--- src/rtl/pc_redirect_ctrl_pkg.sv ---
// Shared encodings for the ID-stage redirect controller: FSM states, redirect
// kinds, PC mux selects and the decode-flag priority helper.
package pc_redirect_ctrl_pkg;

    typedef enum logic [1:0] {
        ST_RUN      = 2'b00,
        ST_REDIRECT = 2'b01,
        ST_HALTED   = 2'b10
    } state_e;

    typedef enum logic [1:0] {
        KIND_J  = 2'b00,
        KIND_JR = 2'b01,
        KIND_BR = 2'b10
    } kind_e;

    localparam logic PC_SEL_SEQ = 1'b0;
    localparam logic PC_SEL_TGT = 1'b1;

    typedef struct packed {
        logic  halt;
        logic  redirect;
        kind_e kind;
    } decode_t;

    // Priority: halt > jump_reg > jump > branch_taken.
    function automatic decode_t decode_flags(input logic halt,
                                             input logic jump_reg,
                                             input logic jump,
                                             input logic branch_taken);
        decode_t d;
        d.halt     = halt;
        d.redirect = 1'b0;
        d.kind     = KIND_J;
        if (!halt) begin
            if (jump_reg) begin
                d.redirect = 1'b1;
                d.kind     = KIND_JR;
            end else if (jump) begin
                d.redirect = 1'b1;
                d.kind     = KIND_J;
            end else if (branch_taken) begin
                d.redirect = 1'b1;
                d.kind     = KIND_BR;
            end
        end
        return d;
    endfunction

endpackage

--- src/rtl/pc_redirect_ctrl_target_reg.sv ---
// Enable-gated capture register for the redirect target and its kind.
module redirect_target_reg
    import pc_redirect_ctrl_pkg::*;
#(
    parameter int unsigned PC_SIZE = 32
) (
    input  logic               i_clock,
    input  logic               i_reset,
    input  logic               load,
    input  logic [PC_SIZE-1:0] d_target,
    input  kind_e              d_kind,
    output logic [PC_SIZE-1:0] q_target,
    output kind_e              q_kind
);

    always_ff @(posedge i_clock) begin
        if (i_reset) begin
            q_target <= '0;
            q_kind   <= KIND_J;
        end else if (load) begin
            q_target <= d_target;
            q_kind   <= d_kind;
        end
    end

endmodule

--- src/rtl/pc_redirect_ctrl.sv ---
// ID-stage redirect sequencer: detects J/JR/branch/HALT, freezes the PC for one
// cycle, reloads it with the captured target, flushes IF/ID and counts redirects.
module pc_redirect_ctrl
    import pc_redirect_ctrl_pkg::*;
#(
    parameter int unsigned PC_SIZE    = 32,
    parameter int unsigned COUNT_SIZE = 16
) (
    input  logic                  i_clock,
    input  logic                  i_reset,
    input  logic                  i_enable,
    input  logic                  i_stall,
    input  logic                  i_jump,
    input  logic                  i_jump_reg,
    input  logic                  i_branch_taken,
    input  logic                  i_halt,
    input  logic [PC_SIZE-1:0]    i_jump_addr,
    input  logic [PC_SIZE-1:0]    i_reg_addr,
    input  logic [PC_SIZE-1:0]    i_branch_addr,
    output logic                  o_jump_calc_en,
    output logic                  o_pc_sel,
    output logic [PC_SIZE-1:0]    o_target_addr,
    output logic                  o_pc_write,
    output logic                  o_ifid_flush,
    output logic                  o_halted,
    output logic [COUNT_SIZE-1:0] o_redirect_count
);

    state_e               state;
    decode_t              dec;
    logic                 run_go;
    logic                 detect;
    logic                 halt_go;
    logic                 apply;
    logic [PC_SIZE-1:0]   cap_target;
    kind_e                cap_kind;
    logic [PC_SIZE-1:0]   redirect_target;
    logic [PC_SIZE-1:0]   last_target;
    logic [COUNT_SIZE-1:0] count;

    assign dec     = decode_flags(i_halt, i_jump_reg, i_jump, i_branch_taken);
    assign run_go  = (state == ST_RUN) && i_enable && !i_stall;
    assign detect  = run_go && dec.redirect;
    assign halt_go = run_go && dec.halt;
    assign apply   = (state == ST_REDIRECT) && i_enable;

    // J targets come from the registered jump adder one cycle after the enable.
    assign redirect_target = (cap_kind == KIND_J) ? i_jump_addr : cap_target;

    redirect_target_reg #(
        .PC_SIZE (PC_SIZE)
    ) u_target_reg (
        .i_clock  (i_clock),
        .i_reset  (i_reset),
        .load     (detect),
        .d_target ((dec.kind == KIND_JR) ? i_reg_addr : i_branch_addr),
        .d_kind   (dec.kind),
        .q_target (cap_target),
        .q_kind   (cap_kind)
    );

    always_ff @(posedge i_clock) begin
        if (i_reset) begin
            state       <= ST_RUN;
            count       <= '0;
            last_target <= '0;
        end else if (i_enable) begin
            case (state)
                ST_RUN: begin
                    if (halt_go)
                        state <= ST_HALTED;
                    else if (detect)
                        state <= ST_REDIRECT;
                end
                ST_REDIRECT: begin
                    state       <= ST_RUN;
                    count       <= count + COUNT_SIZE'(1);
                    last_target <= redirect_target;
                end
                ST_HALTED: state <= ST_HALTED;
                default:   state <= ST_RUN;
            endcase
        end
    end

    // Output decode; everything forced low while reset is asserted.
    always_comb begin
        o_jump_calc_en = 1'b0;
        o_pc_sel       = PC_SEL_SEQ;
        o_target_addr  = last_target;
        o_pc_write     = 1'b0;
        o_ifid_flush   = 1'b0;
        o_halted       = 1'b0;
        if (i_reset) begin
            o_target_addr = '0;
        end else begin
            case (state)
                ST_RUN: begin
                    if (run_go) begin
                        if (dec.halt || dec.redirect) begin
                            o_ifid_flush   = 1'b1;
                            o_jump_calc_en = detect && (dec.kind == KIND_J);
                        end else begin
                            o_pc_write = 1'b1;
                        end
                    end
                end
                ST_REDIRECT: begin
                    o_pc_sel      = PC_SEL_TGT;
                    o_target_addr = redirect_target;
                    o_pc_write    = i_enable;
                    o_ifid_flush  = i_enable;
                end
                ST_HALTED: begin
                    o_halted     = 1'b1;
                    o_ifid_flush = i_enable;
                end
                default: ;
            endcase
        end
    end

    assign o_redirect_count = count;

endmodule

--- config.mk ---
export PLATFORM = sky130hd
export DESIGN_NAME = pc_redirect_ctrl
export DESIGN_NICKNAME = d
export VERILOG_FILES = /design/src/rtl/pc_redirect_ctrl_pkg.sv /design/src/rtl/pc_redirect_ctrl_target_reg.sv /design/src/rtl/pc_redirect_ctrl.sv
export SDC_FILE = /design/constraint.sdc
export NUM_CORES = 1
export LEC_CHECK = 0
export BUFFER_PORTS_ARGS = -buffer_cell sky130_fd_sc_hd__buf_2
export CELL_PAD_IN_SITES_DETAIL_PLACEMENT = 1
export CELL_PAD_IN_SITES_GLOBAL_PLACEMENT = 2
export CORE_MARGIN = 2
export CORE_UTILIZATION = 30
export CTS_BUF_LIST = sky130_fd_sc_hd__clkbuf_4 sky130_fd_sc_hd__clkbuf_8
export DETAILED_ROUTE_END_ITERATION = 7
export PLACE_DENSITY_LB_ADDON = 0.1
export SLEW_MARGIN = 20
export SYNTH_ARGS = -nofsm -noshare
export SYNTH_HDL_FRONTEND = slang
export SYNTH_HIERARCHICAL = 1
export SYNTH_SLANG_ARGS = --single-unit
export TNS_END_PERCENT = 20
--- constraint.sdc ---
create_clock -name i_clock -period 2.45 [get_ports i_clock]
set_clock_uncertainty 0.15 [all_clocks]
set_input_delay 0.735 -clock i_clock [delete_from_list [all_inputs] [get_ports i_clock]]
set_output_delay 0.735 -clock i_clock [all_outputs]
set_load 0.01 [all_outputs]
Yosys cells after proc, flatten, opt, wreduce, memory -nomap -nowiden:

Index checks and enable logic that the tools add are counted.

* muxes and demuxes: 27
* reductions and logical operators: 13
* eq/ne operators: 4
* add/sub/neg operators: 1

Operator list (count)
* two-way mux 32 bit: 4
* adder 16 x 1 -> 16 bit (second input constant): 1
* two-way mux 1 bit: 14
* two-way mux 3 bit: 4
* zero test 2 bit: 3
* logical AND 1 bit: 5
* equality test 2 x 1 -> 1 bit (second input constant): 2
* two-way mux 2 bit: 2
* case mux 1 bit (2 select lines): 2
* case mux 2 bit (2 select lines): 1
* AND reduction 2 bit: 2
* != test 3 bit (second input constant): 1
* equality test 2 bit (second input constant): 1
* OR reduction 2 bit: 1
* zero test 1 bit: 1
* logical OR 1 bit: 1

* bits in registers: 84
* word-level logic and storage cells: 50
* output and inout port bits: 53
* bits of input ports: 104

Longest topological paths before layout:

Gate-level depths: netlist of run 1.

* depth after elaboration: 10
* mapped depth: 10
* mapped depth without buffers: 8

By module:

Netlist of run 1, hierarchy kept.

Modules (own cells, without submodules)
* pc_redirect_ctrl: sequential area each 1001.0 sq um, cells an instance 366, times used 1, area each 3125.5 sq um
* redirect_target_reg: sequential area each 680.7 sq um, cells an instance 110, times used 1, area each 1238.7 sq um

Least setup slack after synthesis of run 1:

Ideal clock, no wire load.

* path kind: input to output
* start point: in i_enable
* end point: out o_pc_write
* path buffers: 3
* data required time: 1.565 ns
* stages: 6
* data arrival time: 1.693 ns
* path slack: -0.128 ns
* path through: and2_1 -> clkbuf_1 -> buf_2 -> buf_1 -> a21oi_1 -> nor2_1

* word-level cells in the longest chain between the ends: 5

Ends and longest elaborated chain
* start: declaration: line pc_redirect_ctrl.sv:11 `input logic i_enable,`
* logical AND 1 bit (2 in a row): line pc_redirect_ctrl.sv:42 `assign run_go = (state == ST_RUN) && i_enable && !i_stall;`
* two-way mux 1 bit: line pc_redirect_ctrl.sv:99 `if (run_go) begin`
* case mux 1 bit (2 select lines) *: line pc_redirect_ctrl.sv:97 `case (state)`
* two-way mux 1 bit *: line pc_redirect_ctrl.sv:94 `if (i_reset) begin`
* end: declaration: line pc_redirect_ctrl.sv:23 `output logic o_pc_write,`

Mark *: on every way between the ends. The rest lies on a longest branch, timed or not.

Worst setup path in the final report of run 1:

* start point: reg u_target_reg.q_kind[1]
* end point: out o_target_addr[8]

* word-level cells in the longest chain between the ends: 4

Ends and longest elaborated chain
* start: declaration: line pc_redirect_ctrl_target_reg.sv:13 `output kind_e q_kind`
* start signal: assignment: line pc_redirect_ctrl_target_reg.sv:22 `q_kind <= d_kind;`
* zero test 2 bit: line pc_redirect_ctrl.sv:48 `assign redirect_target = (cap_kind == KIND_J) ? i_jump_addr : cap_target;`
* two-way mux 32 bit: line pc_redirect_ctrl.sv:48
* two-way mux 32 bit
* two-way mux 32 bit: line pc_redirect_ctrl.sv:94
* end: declaration: line pc_redirect_ctrl.sv:22 `output logic [PC_SIZE-1:0] o_target_addr,`

No other way between the ends.

==> results of run 1 <==
==> layout make-up <==
cell class | instances | area share (%)
multi-input cells | 348 | 45.2
clock buffers | 12 | 2.52
well taps | 184 | 3.65
inverters | 4 | 0.318
flip-flops and latches | 84 | 26.8
clock inverters | 4 | 1.51
repair buffers | 197 | 20.0
==> synthesized netlist by cell type (all sizes together) <==
cell / n
nor3b: 2
buf: 19
o31a: 1
ha: 5
or4: 4
dfxtp: 84
nand3: 5
nor2b: 3
nor2: 113
nand2: 7
nor4b: 1
a221oi: 1
or3: 3
and2: 1
mux2: 32
clkbuf: 21
inv: 4
o31ai: 5
o21ai: 4
nand2b: 1
nor4: 3
a211oi: 64
xor2: 7
nand3b: 1
xnor2: 1
nand4: 4
mux2i: 67
a21oi: 9
nor3: 1
and4: 3
==> worst max-delay path, stage by stage (launching register included) <==
cell and delay [ns]:
dfxtp_2 0.34, nor2_4 0.18, buf_12 0.14, buf_16 0.15, mux2i_4 0.27, a211oi_2 0.10
buf_2 0.15
==> registers in the layout, summed over array words and instances (netlist names) <==
register	cells
state	2
o_redirect_count	16
last_target	32
u_target_reg/q_target	32
u_target_reg/q_kind	2
==> final timing paths <==
check                            start                         to  slack (ns)  depth (start not counted)
max             u_target_reg/q_kind[1]           o_target_addr[8]       -0.14                          6
min          u_target_reg/q_target[17]  u_target_reg/q_target[17]        0.35                          2
max reg2reg                   state[1]       o_redirect_count[15]        0.24                          7
min reg2reg  u_target_reg/q_target[17]  u_target_reg/q_target[17]        0.35                          2
==> layout by cell type (no fill, tap or decap), types with 2 or more instances in the layout <==
cell type  synthesis  layout
ha_4               0       2
xor2_1             7       7
nand4_1            3       3
mux2i_4            0      11
inv_1              4       2
mux2i_1           67      43
buf_6              1       3
nor2_2             0       3
nand2_1            7       6
buf_16             0       2
mux2_2            32      32
nor3b_1            2       2
nand3_1            5       5
and4_4             2       2
nor2_1           113     106
buf_4              0      30
o21ai_0            4       4
or4_1              4       4
dfxtp_2            0       3
dfxtp_1           84      80
bufinv_16          0       3
a211oi_2           0      19
clkbuf_8           0      11
a211oi_1          64      45
buf_2             11     153
o31ai_1            5       4
mux2i_2            0      13
nor2_4             0       4
buf_12             3       9
ha_1               5       3
or3_1              2       2
inv_4              0       2
nor2b_1            3       2
a21oi_1            9       8
==> layer usage <==
metal / up-vias / routed length [um] / share of wire (%)
met4: 2 / 187 / 1.4
met2: 99 / 6270 / 47
met1: 1967 / 6080 / 46
met5: - / 16 / 0.12
met3: 15 / 679 / 5.1
li1: 2044 / - / -
==> repair_timing <==
action,in CTS,in global routing
hold buffers,0,0
cloned,2,0
setup buffers,3,6
pin swaps,30,6
resized for setup,52,40
endpoints found under the setup margin,35,35
==> power groups by stage <==
stage          Combinational [mW]  Sequential, mW  Clock, mW
4_1_cts                     0.604            1.44       1.31
3_5_place_dp                0.548            1.47          0
2_1_floorplan               0.321            1.46          0
3_3_place_gp                0.536            1.46          0
5_1_grt                     0.712            1.45       1.37
6_report                    0.648            1.44       1.26
==> kinds of logic (layout without fill, tap and decap cells) <==
family	after synthesis	count (layout)	synth area share [%]
xor gates and xnor gates	8	8	1.61
buffers and inverters	44	217	5.39
adders and majority gates	5	5	1.43
muxes	99	99	23.6
DFF	84	84	38.5
and+or+nand+nor	152	152	15.7
AOI/OAI and AO/OA	84	84	13.8
==> per-stage QoR <==
step                cell area (um^2)  TNS, ns  util [%]  worst slack, ns
floorplan                       4370  -0.0113         -         -0.00821
global placement                5500   -0.466      38.3           -0.331
detailed placement              5500   -0.544      38.3           -0.319
CTS                             6050    -3.90      42.1           -0.139
global route                    6300    -6.21      43.9           -0.218
finish                          6300    -3.20      43.9           -0.142
==> flow_summary.json, run 1 <==
{
  "status": "finished, violations left",
  "violations": "setup timing",
  "grtUsageMet2_pct": 26.9,
  "place_inst": 807,
  "clockRootBuffer": "clkbuf_8",
  "cts.sinks": 84,
  "grt_use_met1_pct": 22.8,
  "hold_viol": 0,
  "grt_max_degree": 68,
  "p_int_mw": 2.48,
  "finalPower_mw": 3.35,
  "grt_pass1_vias": 4249,
  "ir_drop_v": 0.000210,
  "synth_top_area_cell": "dfxtp_1",
  "seq_area_um2": 1690,
  "numCtsBuffers": 9,
  "fp-row-count": 44,
  "yosysUniqueCellTypes": 36,
  "drive_gt1_share_pct": 48.5,
  "clkTransAtPathRegs_ns": 0.09,
  "avgSynthCellArea_um2": 9.17,
  "drv_slew": 0,
  "grt_use_met3_pct": 4.04,
  "dieArea_um2": 15500,
  "vias_per_cell": 4.95,
  "whs_ns": 0.352,
  "drc": 0,
  "relSlewSlack_pct": 77.3,
  "io_pins": 157,
  "synth_top_area_share_pct": 38.5,
  "wirelength_um": 13200,
  "worst_slew_pin_slew_ns": 0.338,
  "p_switching_uw": 869,
  "min_period_ns": 2.59,
  "n_antenna_cell": 0,
  "cts_max_level": 3,
  "required_ns": 1.56,
  "nNetsFinal": 753,
  "switching_share_pct": 25.9,
  "drt_iter0_drc": 126,
  "core_area_um2": 14400,
  "place_congestion": 0.715,
  "die_w_um": 125,
  "ant_nets": 0,
  "netlist_area_um2": 4360,
  "yosysSeqAreaShare_pct": 38.5,
  "fin_crit_sh_pct": 106,
  "power.share.combinational_pct": 19.3,
  "start_util_pct": 30.4,
  "fmax_mhz": 386,
  "num_vias": 4127,
  "grt_usage_pct": 17.0,
  "n_fill_cell": 1704,
  "ys_ff_latch": 84,
  "syn_inst": 476,
  "top_usage_layer": "met2",
  "seqPwrFrac_pct": 43.0,
  "multi_input_area_um2": 2850,
  "path_class": "reg -> out",
  "firstDrtPassIters": 4,
  "stdcell_count": 833,
  "synth_nets": 585,
  "rsz0062_at_grt": "true",
  "startpoint_type": "register",
  "wl_per_cell_um": 15.9,
  "clockBufferDepth": 2,
  "end_kind": "primary output",
  "power_density_nw_per_um2": 532,
  "cap_violations": 0,
  "fp.dieH_um": 125,
  "hpwl_um": 8950,
  "setup_violations": 35,
  "crit_fanout": 6,
  "yosysWarnings": 6,
  "cts_tree": "done",
  "clkPwrFrac_pct": 37.6,
  "min_path_type": "reg -> reg",
  "grt_pass1_wl_um": 21400,
  "leakagePower_nw": 2.54,
  "port_buffers": 156,
  "gr-total-overflow": 0,
  "cp.arrival_ns": 1.71,
  "finalWorstSetupSlack_ns": -0.142,
  "antenna_found_initial": 1,
  "netlist_top_cells_area": "dfxtp_1 39%, mux2i_1 15%, a211oi_1 11%",
  "worstSkewPairLatency_ns": 0.37,
  "area_growth_pct": 44.4
}
No activity file was read; power rests on OpenSTA's default activity.
==> inputs of run 2 (changes only) <==
clock period = 2.9 ns   (was 2.45 ns; I/O delays follow)
==> run 2 against run 1 <==
  * First-iteration DRC count grew 22%
  * Cell count shrank 2.6%
  * Worst setup slack gained 0.25 ns
  * Via count shrank 3.4%
  * Critical path depth is the same
  * Flip-flop and latch count is the same
  * Register-to-register slack gained 0.37 ns
  * The run now ends clean
  * Total power shrank 21%
  * Highest routed layer is now met4
  * Cell area shrank 9.1%
==> flow_summary.json, run 2 (synthesis results as in run 1) <==
{
  "crit_fanout": 2,
  "cts_tree": "done",
  "cp_num_buf_inv": 2,
  "place_congestion": 0.818,
  "cts.sinks": 84,
  "setup_violations": 0,
  "drt_iter0_drc": 154,
  "wl_per_cell_um": 15.4,
  "wirelength_um": 12500,
  "fin_crit_sh_pct": 96.2,
  "relSlewSlack_pct": 54.0,
  "min_path_type": "reg -> reg",
  "start_util_pct": 30.4,
  "numCtsBuffers": 9,
  "core_area_um2": 14400,
  "firstDrtPassIters": 4,
  "vias_per_cell": 4.92,
  "fmax_mhz": 358,
  "drv_slew": 0,
  "cap_violations": 0,
  "gr-total-overflow": 0,
  "final_common_cell": "buf_2",
  "power_density_nw_per_um2": 464,
  "cp_common_cell": "buf_2",
  "post-cts-setup-buffers": 0,
  "io_pins": 157,
  "leakagePower_nw": 2.49,
  "startpoint_type": "input port",
  "grt_max_degree": 68,
  "cts_max_level": 3,
  "pre_cts_slack_ns": 0.0104,
  "die_w_um": 125,
  "worst_slew_pin_slew_ns": 0.690,
  "hpwl_um": 8530,
  "setup_tns_ns": 0,
  "holdBufCountCts": 0,
  "ant_nets": 0,
  "cpPeakStageDelay_ns": 0.32,
  "finalWorstSetupSlack_ns": 0.110,
  "rsz0062_at_grt": "false",
  "critPathTopFamily": "simple AND/OR/NAND/NOR gates",
  "worstSkewPairLatency_ns": 0.36,
  "path_class": "in -> out",
  "dieArea_um2": 15500,
  "clkTransAtPathRegs_ns": 0.09,
  "n_fill_cell": 1720,
  "n_antenna_cell": 0,
  "fp-row-count": 44,
  "hold_viol": 0,
  "grt_usage_pct": 16.0,
  "ir_drop_v": 0.000261,
  "antenna_found_initial": 0,
  "drive_gt1_share_pct": 38.4,
  "required_ns": 1.88,
  "clockBufferDepth": 2,
  "nNetsFinal": 731,
  "num_vias": 3987,
  "drc": 0,
  "path_cells": "buf_2, nor4_4, nor2_1, a21oi_1, nor4b_1, buf_2",
  "end_kind": "primary output",
  "port_buffers": 156,
  "cp.arrival_ns": 1.77,
  "critPathSlowestCell": "nor4_4",
  "grt_pass1_vias": 4096,
  "fp.dieH_um": 125,
  "status": "completed",
  "area_growth_pct": 31.3,
  "clockRootBuffer": "clkbuf_8",
  "layout_common_cells": "155 x buf_2, 110 x nor2_1, 83 x dfxtp_1, 67 x mux2i_1, 61 x a211oi_1",
  "grt_pass1_wl_um": 20200,
  "min_period_ns": 2.79
}
-- run 2: where the power goes --
group | switching, mW | internal (mW)
clock | 0.432 | 0.553
combinational | 0.236 | 0.224
sequential | 0.0220 | 1.19
-- run 2: worst reg2reg max path, cell delays in order (launching register included) --
cell and delay [ns]:
dfxtp_1 0.42, ha_4 0.22, buf_8 0.19, and4_4 0.27, nand3_1 0.26, or4_1 0.56, a21oi_1 0.16
-- run 2: path summary, 6_finish.rpt --
path | start | endpoint | slack, ns | cells past startpoint
min reg2reg | u_target_reg/q_target[1] | u_target_reg/q_target[1] | 0.35 | 2
max reg2reg | state[0] | o_redirect_count[15] | 0.61 | 6
max | i_halt | o_ifid_flush | 0.11 | 6
min | u_target_reg/q_target[1] | u_target_reg/q_target[1] | 0.35 | 2
-- run 2: metal layers --
| layer | vias to the layer above | GRT usage (%) | wire length, um |
|---|---|---|---|
| li1 | 1991 | - | - |
| met2 | 113 | 26.8 | 5950 |
| met5 | - | 0 | 0 |
| met3 | 8 | 5.24 | 746 |
| met4 | 0 | 3.57 | 91 |
| met1 | 1875 | 19.9 | 5680 |
-- run 2: per-stage QoR --
| stage | power, mW | cells | hold slack [ns] | utilization [%] | instance area (um^2) |
|---|---|---|---|---|---|
| detailed placement | 1.69 | 794 | 0.333 | 37.5 | 5390 |
| global route | 2.81 | 811 | 0.375 | 39.9 | 5730 |
| global placement | 1.68 | 794 | 0.308 | 37.5 | 5390 |
| CTS | 2.70 | 810 | 0.355 | 39.3 | 5640 |
| floorplan | 1.50 | 476 | 0.310 | - | 4360 |
| finish | 2.66 | 811 | 0.346 | 39.9 | 5730 |
-- run 2: what timing repair did --
action / 4_1_cts / 5_1_grt
cloned: 0 / 1
gates resized for setup: 3 / 14
pin swaps: 0 / 1
setup endpoints to repair: 2 / 22
endpoints found under the hold margin: 0 / 0
-- run 2: cell type report --
type	instances	area [um^2]	share of cell area, %
clock buffers	12	165	2.88
clock inverters	4	70.1	1.22
inverters	4	15.0	0.262
multi-input cells	348	2530	44.1
flip-flops and latches	84	1680	29.4
well taps	184	230	4.02
repair buffers	175	1040	18.1
==> inputs of run 3 (changes only) <==
SYNTH_HIERARCHICAL = not set   (was 1)
==> run 3 against run 2 <==
  * Worst hold slack improved by 0.0058 ns
  * Critical endpoint unchanged
  * Largest cell class unchanged
  * Maximum frequency is 2.5% lower
  * Clock power is 12% lower
  * Cell count decreased by 0.25%
==> flow_summary.json, run 3 <==
{
  "place_congestion": 0.732,
  "hold_viol": 0,
  "min_period_ns": 2.86,
  "ys_ff_latch": 84,
  "relSlewSlack_pct": 53.3,
  "clockRootBuffer": "clkbuf_8",
  "io_pins": 157,
  "yosysUniqueCellTypes": 37,
  "leakagePower_nw": 2.37,
  "area_growth_pct": 29.7,
  "vias_per_cell": 4.97,
  "synth_xor_area_share_pct": 2.22,
  "synth-edff-count": 0,
  "synthTopCellsByCount": "117 x nor2_1, 84 x dfxtp_1, 77 x a211oi_1, 66 x mux2i_1, 20 x a211oi_2",
  "wirelength_um": 12500,
  "setup_tns_ns": 0,
  "fin_util_pct": 40.1,
  "pre_cts_slack_ns": -0.0279,
  "synthAdderAreaFrac_pct": 1.44,
  "setup_violations": 0,
  "ir_drop_v": 0.000203,
  "worstSkewPairLatency_ns": 0.37,
  "synth_flop_cell": "dfxtp_1",
  "num_vias": 4020,
  "cts.sinks": 84,
  "synth_top_area_share_pct": 38.7,
  "numCtsBuffers": 9,
  "place_inst": 794,
  "n_antenna_cell": 0,
  "layout_common_cells": "155 x buf_2, 116 x nor2_1, 82 x dfxtp_1, 72 x a211oi_1, 65 x mux2i_1",
  "nNetsFinal": 735,
  "avgSynthCellArea_um2": 9.02,
  "clkTransAtPathRegs_ns": 0.08,
  "end_kind": "primary output",
  "synth_top_area_cell": "dfxtp_1",
  "fmax_mhz": 349,
  "async_reset_ff_share_pct": 0,
  "synth_compound_area_share_pct": 20.4,
  "wl_per_cell_um": 15.5,
  "path_class": "in -> out",
  "core_area_um2": 14000,
  "yosysWarnings": 0,
  "cap_violations": 0,
  "status": "completed",
  "synth.most_common_cell": "nor2_1",
  "firstDrtPassIters": 4,
  "startpoint_type": "input port",
  "port_buffers": 156,
  "clockBufferDepth": 2,
  "power_density_nw_per_um2": 467,
  "rsz0062_at_grt": "true",
  "syn_inst": 482,
  "synth_nets": 591,
  "min_path_type": "reg -> reg",
  "required_ns": 1.88,
  "drt_iter0_drc": 174,
  "drive_gt1_share_pct": 37.0,
  "dieArea_um2": 15500,
  "gr-total-overflow": 0,
  "ant_nets": 0,
  "drv_slew": 0,
  "grt_usage_pct": 16.8,
  "start_util_pct": 31.0,
  "fin_crit_sh_pct": 98.7,
  "grt_pass1_vias": 4140,
  "antenna_found_initial": 1,
  "finalWorstSetupSlack_ns": 0.0376,
  "stdcell_count": 809,
  "cts_tree": "done",
  "cp.arrival_ns": 1.84,
  "cts_max_level": 3,
  "final_common_cell": "buf_2",
  "die_w_um": 124,
  "netlist_area_um2": 4350,
  "fp.dieH_um": 124,
  "netlist_top_cells_area": "dfxtp_1 39%, mux2i_1 15%, a211oi_1 13%",
  "synthMuxAreaShare_pct": 15.7,
  "n_fill_cell": 1701,
  "grt_max_degree": 69,
  "synth_top_family_by_area": "compound AO/OA/AOI/OAI gates",
  "fp-row-count": 43,
  "finalPower_mw": 2.63,
  "grt_pass1_wl_um": 21100,
  "hpwl_um": 9000,
  "crit_fanout": 2,
  "drc": 0,
  "worst_slew_pin_slew_ns": 0.701,
  "yosysSeqAreaShare_pct": 38.7,
  "synthSimpleGateAreaFrac_pct": 16.1
}
-- run 3: changes by cell type in the layout (fill, tap and decap cells not counted), sizes merged, moves of 7 or more --
cell	previous run	this run
a211oi	64	97
nor3	1	8
mux2	32	2
xnor2	1	9
-- run 3: worst max-delay path, stage by stage --
cell and delay, ns:
buf_2 0.10, nand3b_1 0.17, or2_2 0.33, a311oi_2 0.21, buf_2 0.17
-- run 3: area by class of cell --
class                      count  area [um^2]  area share (%)
inverter                       4         15.0           0.266
multi-input combinational    351         2500            44.3
clock inverter                 2         35.0           0.621
timing repair buffer         176         1020            18.1
sequential                    84         1680            29.9
tap                          180          225            3.99
clock buffer                  12          159            2.82
-- run 3: per-layer routing --
layer  GRT usage [%]  wire (um)  vias to the layer above
met5               0         13                        -
met4            4.69        170                        2
met3            5.20        810                       18
met2            27.1       5730                      115
met1            21.6       5820                     1869
li1                -          -                     2016
-- run 3: what timing repair did --
item                                    4_1_cts  5_1_grt
hold buffers                                  0        0
buffers inserted                              1        0
endpoints found under the setup margin       30        9
pin swaps                                     1        0
gates resized for setup                       9        8
hold endpoints to repair                      0        0
-- run 3: cells by family (layout without fill, tap and decap cells) --
family	Yosys count	after routing
multiplexers	68	68
AO/OA/AOI/OAI	107	107
adder cells (fa/ha/maj)	5	5
buffers and inverters	47	194
XOR/XNOR	11	11
AND/OR/NAND/NOR	160	160
flip-flops	84	84
-- run 3: power by group --
group	total [mW]	leakage (nW)	internal, mW	switching (mW)
Combinational	0.534	1.59	0.241	0.292
Clock	0.862	0.102	0.445	0.418
Sequential	1.24	0.682	1.21	0.0300
Total	2.63	2.37	1.89	0.740
-- run 3: stage by stage --
step	instance area (um^2)	hold WS (ns)
after floorplan	4350	0.327
after global placement	5370	0.331
after detailed placement	5370	0.342
after CTS	5600	0.354
after global routing	5640	0.382
final	5640	0.351
-- run 3: final timing paths --
| check | startpoint | to | slack (ns) | depth (start not counted) |
|---|---|---|---|---|
| setup / recovery | i_stall | o_ifid_flush | 0.04 | 5 |
| setup reg to reg | state[1] | o_redirect_count[15] | 0.76 | 7 |
| hold reg to reg | last_target[26] | last_target[26] | 0.35 | 2 |
| hold / removal | last_target[26] | last_target[26] | 0.35 | 2 |
